[config.mk]
export PLATFORM = sky130hd
export DESIGN_NAME = counter_watch
export DESIGN_NICKNAME = d
export VERILOG_FILES = /design/src/rtl/counter_watch.sv
export SDC_FILE = /design/constraint.sdc
export NUM_CORES = 1
export LEC_CHECK = 0
export CAP_MARGIN = 20
export CELL_PAD_IN_SITES_DETAIL_PLACEMENT = 1
export CELL_PAD_IN_SITES_GLOBAL_PLACEMENT = 1
export CORE_MARGIN = 2
export CORE_UTILIZATION = 39
export CTS_BUF_LIST = sky130_fd_sc_hd__clkbuf_4 sky130_fd_sc_hd__clkbuf_8
export CTS_CLUSTER_DIAMETER = 30
export CTS_CLUSTER_SIZE = 14
export DETAILED_ROUTE_END_ITERATION = 10
export GPL_ROUTABILITY_DRIVEN = 1
export GPL_TIMING_DRIVEN = 0
export PLACE_DENSITY_LB_ADDON = 0.08
export SETUP_SLACK_MARGIN = 0.4
export SYNTH_ARGS = -nofsm -noshare
export SYNTH_HDL_FRONTEND = slang
export SYNTH_SLANG_ARGS = --single-unit
[constraint.sdc]
create_clock -name CLK -period 3.3 [get_ports CLK]
set_input_delay 0.66 -clock CLK [delete_from_list [all_inputs] [get_ports CLK]]
set_output_delay 0.66 -clock CLK [all_outputs]
set_load 0.01 [all_outputs]
[src/rtl/counter_watch.sv]
// rtl/counter_watch.sv - transition monitor for an 8-bit loadable counter with event FIFO
//
// Samples C every clock, classifies each transition against the previous
// sample (HOLD / STEP / WRAP / JUMP, plus MATCH against MATCH_VAL) and queues
// WRAP, JUMP and MATCH records in a DEPTH-entry FIFO drained over EV_VALID /
// EV_READY. Also keeps a wrap counter, a saturating drop counter and a sticky
// overflow flag.
//
// Optional feature macro: COUNTER_WATCH_TIMESTAMP_EN
//   defined   : free-running 16-bit timestamp stored with each record, EV_TIME port
//   undefined : records are {type, value} only, no EV_TIME port
//
// Ports:
//   CLK        in   rising-edge clock
//   RESET_N    in   asynchronous active-low reset
//   EN         in   sampling enable
//   CLR        in   synchronous clear of FIFO, counters, flags and history
//   C          in   [WIDTH] observed counter value
//   MATCH_VAL  in   [WIDTH] compare value for MATCH events
//   EV_VALID   out  record available at FIFO head
//   EV_READY   in   consumer accepts head record
//   EV_TYPE    out  [2] head type: 01 MATCH, 10 WRAP, 11 JUMP
//   EV_VALUE   out  [WIDTH] value of C when the record was captured
//   WRAP_CNT   out  [8] wraps seen, modulo 256
//   DROP_CNT   out  [8] records lost to a full FIFO, saturating
//   OVERFLOW   out  sticky: at least one record dropped
//   EV_TIME    out  [16] head record timestamp (timestamp build only)

module counter_watch #(
    parameter int WIDTH = 8,
    parameter int DEPTH = 4
) (
    input  logic             CLK,
    input  logic             RESET_N,
    input  logic             EN,
    input  logic             CLR,
    input  logic [WIDTH-1:0] C,
    input  logic [WIDTH-1:0] MATCH_VAL,
    output logic             EV_VALID,
    input  logic             EV_READY,
    output logic [1:0]       EV_TYPE,
    output logic [WIDTH-1:0] EV_VALUE,
    output logic [7:0]       WRAP_CNT,
    output logic [7:0]       DROP_CNT,
    output logic             OVERFLOW
`ifdef COUNTER_WATCH_TIMESTAMP_EN
    ,
    output logic [15:0]      EV_TIME
`endif
);

    localparam int AW = $clog2(DEPTH);
`ifdef COUNTER_WATCH_TIMESTAMP_EN
    localparam int TS_W = 16;
`else
    localparam int TS_W = 0;
`endif
    localparam int REC_W = 2 + WIDTH + TS_W;

    localparam logic [1:0] T_NONE  = 2'b00;
    localparam logic [1:0] T_MATCH = 2'b01;
    localparam logic [1:0] T_WRAP  = 2'b10;
    localparam logic [1:0] T_JUMP  = 2'b11;

    // ------------------------------------------------------------------
    // State
    // ------------------------------------------------------------------
    logic [WIDTH-1:0] prev_q, prev_d;
    logic             prev_vld_q, prev_vld_d;
    logic [AW:0]      wptr_q, wptr_d;
    logic [AW:0]      rptr_q, rptr_d;
    logic [REC_W-1:0] head_q, head_d;
    logic [7:0]       wrap_cnt_q, wrap_cnt_d;
    logic [7:0]       drop_cnt_q, drop_cnt_d;
    logic             overflow_q, overflow_d;
    logic [REC_W-1:0] mem_q [DEPTH];

`ifdef COUNTER_WATCH_TIMESTAMP_EN
    logic [15:0]      tstamp_q, tstamp_d;
`endif

    // ------------------------------------------------------------------
    // Classification
    // ------------------------------------------------------------------
    logic [WIDTH-1:0] prev_inc;
    logic             classify_en;
    logic             is_hold, is_step, is_wrap, is_jump, is_match;
    logic [1:0]       ev_type;
    logic             push;
    logic [REC_W-1:0] rec_new;

    assign prev_inc    = prev_q + WIDTH'(1);
    // CLR discards any event classified in its cycle.
    assign classify_en = EN && prev_vld_q && !CLR;

    assign is_hold  = (C == prev_q);
    assign is_step  = (C == prev_inc);
    assign is_wrap  = (prev_q == {WIDTH{1'b1}}) && (C == {WIDTH{1'b0}});
    assign is_jump  = !is_hold && !is_step;
    // Excluding HOLD makes a counter parked on MATCH_VAL report once.
    assign is_match = (C == MATCH_VAL) && !is_hold;

    // One record per cycle, JUMP > WRAP > MATCH.
    always_comb begin
        ev_type = T_NONE;
        if (classify_en) begin
            if (is_jump) begin
                ev_type = T_JUMP;
            end else if (is_wrap) begin
                ev_type = T_WRAP;
            end else if (is_match) begin
                ev_type = T_MATCH;
            end
        end
    end

    assign push = (ev_type != T_NONE);

`ifdef COUNTER_WATCH_TIMESTAMP_EN
    assign rec_new = {ev_type, C, tstamp_q};
`else
    assign rec_new = {ev_type, C};
`endif

    // ------------------------------------------------------------------
    // FIFO control
    // ------------------------------------------------------------------
    logic empty, full, pop, push_acc, drop;

    assign empty = (wptr_q == rptr_q);
    // Pointers carry one extra bit: same slot, different lap means full.
    assign full  = (wptr_q[AW] != rptr_q[AW]) &&
                   (wptr_q[AW-1:0] == rptr_q[AW-1:0]);

    assign pop      = !empty && EV_READY && !CLR;
    // A pop in the same cycle frees the slot a full FIFO needs.
    assign push_acc = push && (!full || pop);
    assign drop     = push && full && !pop;

    always_comb begin
        wptr_d = wptr_q;
        rptr_d = rptr_q;
        if (CLR) begin
            wptr_d = '0;
            rptr_d = '0;
        end else begin
            if (push_acc) begin
                wptr_d = wptr_q + (AW+1)'(1);
            end
            if (pop) begin
                rptr_d = rptr_q + (AW+1)'(1);
            end
        end
    end

    // The head register presents the record at the next read pointer. When
    // that slot is being written this cycle (push into an empty FIFO, or a
    // pop that drains the last entry while pushing), take the new record
    // directly. When the FIFO goes empty the last head is held.
    always_comb begin
        head_d = head_q;
        if (!CLR && (wptr_d != rptr_d)) begin
            if (push_acc && (rptr_d == wptr_q)) begin
                head_d = rec_new;
            end else begin
                head_d = mem_q[rptr_d[AW-1:0]];
            end
        end
    end

    // ------------------------------------------------------------------
    // History, counters, flags
    // ------------------------------------------------------------------
    always_comb begin
        prev_d     = EN ? C : prev_q;
        // Dropping validity while disabled prevents a false JUMP on re-enable.
        prev_vld_d = EN && !CLR;

        wrap_cnt_d = wrap_cnt_q;
        drop_cnt_d = drop_cnt_q;
        overflow_d = overflow_q;
        if (CLR) begin
            wrap_cnt_d = '0;
            drop_cnt_d = '0;
            overflow_d = 1'b0;
        end else begin
            // Counted on every wrap, whether or not the record is stored.
            if (classify_en && is_wrap) begin
                wrap_cnt_d = wrap_cnt_q + 8'd1;
            end
            if (drop) begin
                overflow_d = 1'b1;
                if (drop_cnt_q != 8'hFF) begin
                    drop_cnt_d = drop_cnt_q + 8'd1;
                end
            end
        end
    end

`ifdef COUNTER_WATCH_TIMESTAMP_EN
    always_comb begin
        tstamp_d = CLR ? 16'd0 : tstamp_q + 16'd1;
    end
`endif

    // ------------------------------------------------------------------
    // Registers
    // ------------------------------------------------------------------
    always_ff @(posedge CLK or negedge RESET_N) begin
        if (!RESET_N) begin
            prev_q     <= '0;
            prev_vld_q <= 1'b0;
            wptr_q     <= '0;
            rptr_q     <= '0;
            head_q     <= '0;
            wrap_cnt_q <= '0;
            drop_cnt_q <= '0;
            overflow_q <= 1'b0;
        end else begin
            prev_q     <= prev_d;
            prev_vld_q <= prev_vld_d;
            wptr_q     <= wptr_d;
            rptr_q     <= rptr_d;
            head_q     <= head_d;
            wrap_cnt_q <= wrap_cnt_d;
            drop_cnt_q <= drop_cnt_d;
            overflow_q <= overflow_d;
        end
    end

`ifdef COUNTER_WATCH_TIMESTAMP_EN
    always_ff @(posedge CLK or negedge RESET_N) begin
        if (!RESET_N) begin
            tstamp_q <= '0;
        end else begin
            tstamp_q <= tstamp_d;
        end
    end
`endif

    // Storage array needs no reset: a slot is only read after it was written.
    always_ff @(posedge CLK) begin
        if (push_acc) begin
            mem_q[wptr_q[AW-1:0]] <= rec_new;
        end
    end

    // ------------------------------------------------------------------
    // Outputs
    // ------------------------------------------------------------------
    assign EV_VALID = !empty;
    assign EV_TYPE  = head_q[REC_W-1 -: 2];
    assign EV_VALUE = head_q[REC_W-3 -: WIDTH];
    assign WRAP_CNT = wrap_cnt_q;
    assign DROP_CNT = drop_cnt_q;
    assign OVERFLOW = overflow_q;
`ifdef COUNTER_WATCH_TIMESTAMP_EN
    assign EV_TIME  = head_q[15:0];
`endif

endmodule

After elaboration in Yosys (flattened, before gate mapping)
Memory sizes are Yosys's and may differ from the RTL's.
Cells that the tools add are included.
{"block": "classes", "mux": 18, "n_eq_ne": 10, "reduce_logical": 28, "addsub": 5}
{"op": "$mux W8", "n": 5}
{"op": "$add A8 B1 Y8 const B", "n": 3}
{"op": "$eq A8 B8 Y1", "n": 3}
{"op": "$logic_and A1 B1 Y1", "n": 15}
{"op": "$mux W3", "n": 4}
{"op": "$mux W10", "n": 1}
{"op": "$eq A8 B8 Y1 const B", "n": 1}
{"op": "$logic_not A8 Y1", "n": 1}
{"op": "$ne A8 B8 Y1 const B", "n": 1}
{"op": "$reduce_bool A2 Y1", "n": 4}
{"op": "$add A3 B1 Y3 const B", "n": 2}
{"op": "$eq A3 B3 Y1", "n": 2}
{"op": "$logic_not A1 Y1", "n": 6}
{"op": "$mux W2", "n": 3}
{"op": "$mux W1", "n": 5}
{"op": "$ne A3 B3 Y1", "n": 1}
{"op": "$eq A2 B2 Y1", "n": 1}
{"op": "$reduce_and A2 Y1", "n": 1}
{"op": "$logic_or A1 B1 Y1", "n": 1}
{"op": "$ne A1 B1 Y1", "n": 1}
{"block": "word_totals", "input_bits": 21, "n_memories": 1, "mem_bits_rw": 40, "wordCells": 70, "ff_bits": 42}
{"name": "mem_q", "words": 4, "word_bits": 10, "read_ports": 1, "rd_clocked_by_memory_dff": 0, "wr": 1, "line_no": "76", "text": "logic [REC_W-1:0] mem_q [DEPTH];"}

Depth between registers and ports, before layout
{"block": "logic_depth", "depth_word": 13, "mapped_depth": 11, "depth_no_buf": 9}

Worst setup path after synthesis
OpenSTA, ideal clock, no wires.
{"block": "synth_path", "kind": "input port to flip-flop", "startpoint": "input C[1]", "endpoint": "register head_q[1]", "setup_slack_ps": 263, "t_required_ps": 3175, "path_stages": 10, "arrival_time_ps": 2912, "n_path_buf": 2, "cell_sequence": "clkbuf_1 -> nor4_1 -> nand3b_1 -> nor4_1 -> a21oi_2 -> a31oi_4 -> and3_1 -> buf_6 -> mux2_1 -> mux2_2"}
{"block": "synth_via", "elab_chain_len": 13, "word_cells_on_any_way": 21}
{"item": "start: declaration", "line_no": "37", "text": "input logic [WIDTH-1:0] C,"}
{"item": "$eq A8 B8 Y1", "line_no": "96", "text": "assign is_hold = (C == prev_q);"}
{"item": "$logic_not A1 Y1", "line_no": "99, 101"}
{"item": "$logic_and A1 B1 Y1", "line_no": "101", "text": "assign is_match = (C == MATCH_VAL) && !is_hold;"}
{"item": "$mux W1", "line_no": "111", "text": "end else if (is_match) begin"}
{"item": "$mux W2", "line_no": "109", "text": "end else if (is_wrap) begin"}
{"item": "$mux W2", "line_no": "107", "text": "if (is_jump) begin"}
{"item": "$mux W2", "line_no": "106", "text": "if (classify_en) begin"}
{"item": "$reduce_bool A2 Y1", "line_no": "117", "text": "assign push = (ev_type != T_NONE);"}
{"item": "$logic_and A1 B1 Y1", "line_no": "137", "text": "assign push_acc = push && (!full || pop);"}
{"item": "$mux W3", "line_no": "147", "text": "if (push_acc) begin"}
{"item": "$mux W3", "line_no": "143", "text": "if (CLR) begin"}
{"item": "$ne A3 B3 Y1", "line_no": "162", "text": "if (!CLR && (wptr_d != rptr_d)) begin"}
{"item": "$logic_and A1 B1 Y1", "line_no": "162"}
{"item": "end signal: assignment", "line_no": "215", "text": "head_q <= '0;"}
{"item": "end signal: assignment", "line_no": "224", "text": "head_q <= head_d;"}
{"item": "end: declaration", "line_no": "72", "text": "logic [REC_W-1:0] head_q, head_d;"}
Parallel ways exist; a longest one is shown, timed or not.
A chain may end at the register's enable or synchronous reset.

Final worst setup path
{"block": "layout_path", "startpoint": "input C[6]", "endpoint": "register head_q[0]"}
{"block": "layout_via", "elab_chain_len": 13, "word_cells_on_any_way": 21}
{"item": "$eq A8 B8 Y1", "line_no": "96"}
{"item": "$logic_not A1 Y1", "line_no": "99, 101"}
{"item": "$logic_and A1 B1 Y1", "line_no": "101"}
{"item": "$mux W1", "line_no": "111"}
{"item": "$mux W2", "line_no": "109"}
{"item": "$mux W2 *", "line_no": "107"}
{"item": "$mux W2 *", "line_no": "106"}
{"item": "$reduce_bool A2 Y1 *", "line_no": "117"}
{"item": "$logic_and A1 B1 Y1 *", "line_no": "137"}
{"item": "$mux W3", "line_no": "147"}
{"item": "$mux W3", "line_no": "143"}
{"item": "$ne A3 B3 Y1", "line_no": "162"}
{"item": "$logic_and A1 B1 Y1", "line_no": "162"}
Every way passes the cells marked *; elsewhere a longest branch is shown, timed or not.

==> impl_metrics.sql <==
INSERT INTO impl_metrics (metric_group, metric, value, unit) VALUES
('grt', 'initial_antenna_violation_count', '0', ''),
('logic_synthesis', 'post_synth_main_area_contributors', 'sky130_fd_sc_hd__edfxtp_1, sky130_fd_sc_hd__dfrtp_1, sky130_fd_sc_hd__xnor2_1', ''),
('detailed_routing', 'route.detailed.vias_per_inst', '5.429', ''),
('logic_synthesis', 'postSynth.topFlopCell', 'sky130_fd_sc_hd__dfrtp_1', ''),
('sta', 'final.period_utilization', '0.9207', ''),
('detailed_routing', 'dr.max_layer_used', 'met4', ''),
('placement', 'place.detailed.instances', '529', ''),
('status', 'run_status', 'completed', ''),
('sta', 'slew_viol_final', '0', ''),
('sta', 'hold_viol', '0', ''),
('setup_path', 'worstPathArrival', '3300', 'ps'),
('setup_path', 'worst-setup-path-type', 'in -> reg', ''),
('logic_synthesis', 'synth_seq_cells', '82', ''),
('logic_synthesis', 'mappedNetlistNets', '370', ''),
('floorplan', 'core_area', '10890', 'um2'),
('grt', 'via_count_of_the_first_global_routing_pass', '3234', ''),
('setup_path', 'required', '3560', 'ps'),
('clocking', 'tritoncts', 'built', ''),
('clocking', 'cts_num_sinks', '82', ''),
('layout', 'num-nets-final', '451', ''),
('floorplan', 'initial_cell_density_of_the_core', '0.4013', ''),
('layout', 'layout_common_cells', 'sky130_fd_sc_hd__dfrtp_1, sky130_fd_sc_hd__edfxtp_1, sky130_fd_sc_hd__clkdlybuf4s50_1', ''),
('floorplan', 'ios', '49', ''),
('layout', 'layout-drive-gt1-share', '0.3208', ''),
('logic_synthesis', 'synth_simple_gate_area_share', '0.1326', ''),
('grt', 'grt_max_degree', '33', ''),
('logic_synthesis', 'compound_gate_portion_of_the_synthesized_area', '0.07560', ''),
('floorplan', 'die_height', '109.8', 'um'),
('logic_synthesis', 'post_synth_instance_area', '4369', 'um2'),
('sta', 'finalSetupViolations', '0', ''),
('clocking', 'clk_root_buffer_cell', 'sky130_fd_sc_hd__clkbuf_8', ''),
('detailed_routing', 'detail-route-antenna-nets', '0', ''),
('floorplan', 'die_width', '109.8', 'um'),
('placement', 'port_buffers', '47', ''),
('placement', 'dp_area', '5052', 'um2'),
('clocking', 'cts_max_path_buffers', '2', ''),
('setup_path', 'ff2ff_path_depth', '12', ''),
('logic_synthesis', 'number_of_instances_in_the_synthesized_netlist', '341', ''),
('power', 'ir_drop_worst_vdd', '0.2722', 'mV'),
('sta', 'setup-tns-final', '0', 'ps'),
('detailed_routing', 'drt_iter0_markers', '137', ''),
('power', 'powerDensity', '436.6', 'nW/um2'),
('placement', 'placement.setup.worst_slack', '-690.0', 'ps'),
('detailed_routing', 'vias', '3078', ''),
('logic_synthesis', 'yosysTopAreaCell', 'sky130_fd_sc_hd__edfxtp_1', ''),
('worst_hold_path', 'worst_hold_path_type', 'in -> async', ''),
('floorplan', 'die_area', '12070', 'um2'),
('setup_path', 'worst-path-max-fanout', '8', ''),
('logic_synthesis', 'yosys.area_share.xor_xnor', '0.08591', ''),
('sta', 'fin_ws', '261.8', 'ps'),
('layout', 'area_delta_synth_final', '29.27', '%'),
('flow_run', 'drv.max_cap_violation_count', '0', ''),
('clocking', 'path_clk_slew', '90', 'ps'),
('floorplan', 'floorplan.rows', '38', ''),
('sta', 'post-route-min-period', '3038', 'ps'),
('sta', 'rsz0062_at_grt', 'true', ''),
('setup_path', 'critPathCaptureType', 'flop', ''),
('clocking', 'ctsHoldBuffers', '0', ''),
('detailed_routing', 'remaining_drc_errors', '0', ''),
('detailed_routing', 'met2RoutedLength', '5.602', 'mm'),
('setup_path', 'r2r_start', 'prev_q[1]', ''),
('layout', 'finish.utilization', '0.5187', ''),
('detailed_routing', 'route.detailed.wl_per_inst', '19.33', 'um'),
('sta', 'timing.clock.skew', '11.57', 'ps'),
('layout', 'filler_free_cell_count_of_the_finished_design', '567', ''),
('logic_synthesis', 'synth_top_area_frac', '0.2749', ''),
('detailed_routing', 'wl_met1', '4.895', 'mm'),
('power', 'power.total', '2.466', 'mW'),
('logic_synthesis', 'avgSynthCellArea', '12.81', 'um2'),
('placement', 'dp.final_hpwl', '7.195', 'mm'),
('clocking', 'h_tree_depth', '3', '');
## cell usage after synthesis, drive strengths merged (2+ instances only)
cell	count
a21o	2
a21oi	8
a311oi	2
a31o	3
a31oi	5
and2	7
and3	9
buf	9
clkbuf	8
dfrtp	42
edfxtp	40
ha	8
inv	5
mux2	30
mux4	10
nand2	13
nand3	11
nand3b	2
nand4	10
nor2	26
nor2b	5
nor3	4
nor3b	3
nor4	5
o21ai	8
o21bai	2
o221ai	2
o311ai	2
or3	2
xnor2	27
xor2	15
## critical path, stage by stage
cell	delay, ps
sky130_fd_sc_hd__clkdlybuf4s15_2	230
sky130_fd_sc_hd__buf_8	150
sky130_fd_sc_hd__nand3b_1	200
sky130_fd_sc_hd__a2111oi_4	480
sky130_fd_sc_hd__o32ai_2	170
sky130_fd_sc_hd__nor4_4	270
sky130_fd_sc_hd__a31oi_4	150
sky130_fd_sc_hd__and3_4	250
sky130_fd_sc_hd__clkbuf_16	160
sky130_fd_sc_hd__mux2_4	300
sky130_fd_sc_hd__mux2_2	260
## metal layers
| metal | GRT usage | up-vias |
|---|---|---|
| li1 | - | 1433 |
| met3 | 0.04742 | 12 |
| met4 | 0.05425 | 0 |
| met5 | 0 | - |
| met1 | 0.2408 | 1585 |
| met2 | 0.3317 | 48 |
## cell type report
cell class	count	area (um2)
Fill cell	1135	5240
Sequential cell	82	2255
Multi-Input combinational cell	238	2186
Timing Repair Buffer	69	663.1
Tap cell	140	175.2
Buffer	17	150.1
Clock buffer	9	123.9
Clock inverter	7	76.32
Inverter	5	18.77
## sequential cells by signal (all words and copies together), names as in the netlist
register	cells
DROP_CNT	8
OVERFLOW	1
WRAP_CNT	8
head_q	10
mem_q	40
prev_q	8
prev_vld_q	1
rptr_q	3
wptr_q	3
## power by group
part	switching, mW	internal [mW]	leakage, nW	total, mW
sequential	0.0456	1.15	0.905	1.19
combinational	0.226	0.301	1.14	0.526
clock	0.393	0.355	0.0979	0.748
## logic make-up (layout without fill, tap and decap cells)
group                    Yosys count  count (layout)
AND/OR/NAND/NOR                  103             103
flip-flops                        82              82
AO/OA/AOI/OAI                     43              44
XOR/XNOR                          42              42
multiplexers                      41              41
buffers and inverters             22             107
adder cells (fa/ha/maj)            8               8
## worst max-delay path by stage
stage | start | end | slack [ps] | cells after the start
6_report | C[6] | head_q[0] | 260 | 11
3_5_place_dp | C[0] | head_q[8] | -690 | 8
5_1_grt | prev_q[1] | head_q[0] | 220 | 12
2_1_floorplan | C[6] | head_q[0] | 300 | 10
4_1_cts | prev_q[0] | head_q[3] | 280 | 11
3_3_place_gp | C[7] | head_q[0] | -550 | 10
## timing repair
| item | in CTS | in global routing |
|---|---|---|
| buffers inserted | 10 | 9 |
| gates resized for setup | 57 | 21 |
| setup endpoints to repair | 63 | 49 |
| endpoints found under the hold margin | 0 | 0 |
| pin swaps | 7 | 8 |
| gates cloned | 2 | 1 |
(Power assumes the default switching activity.)
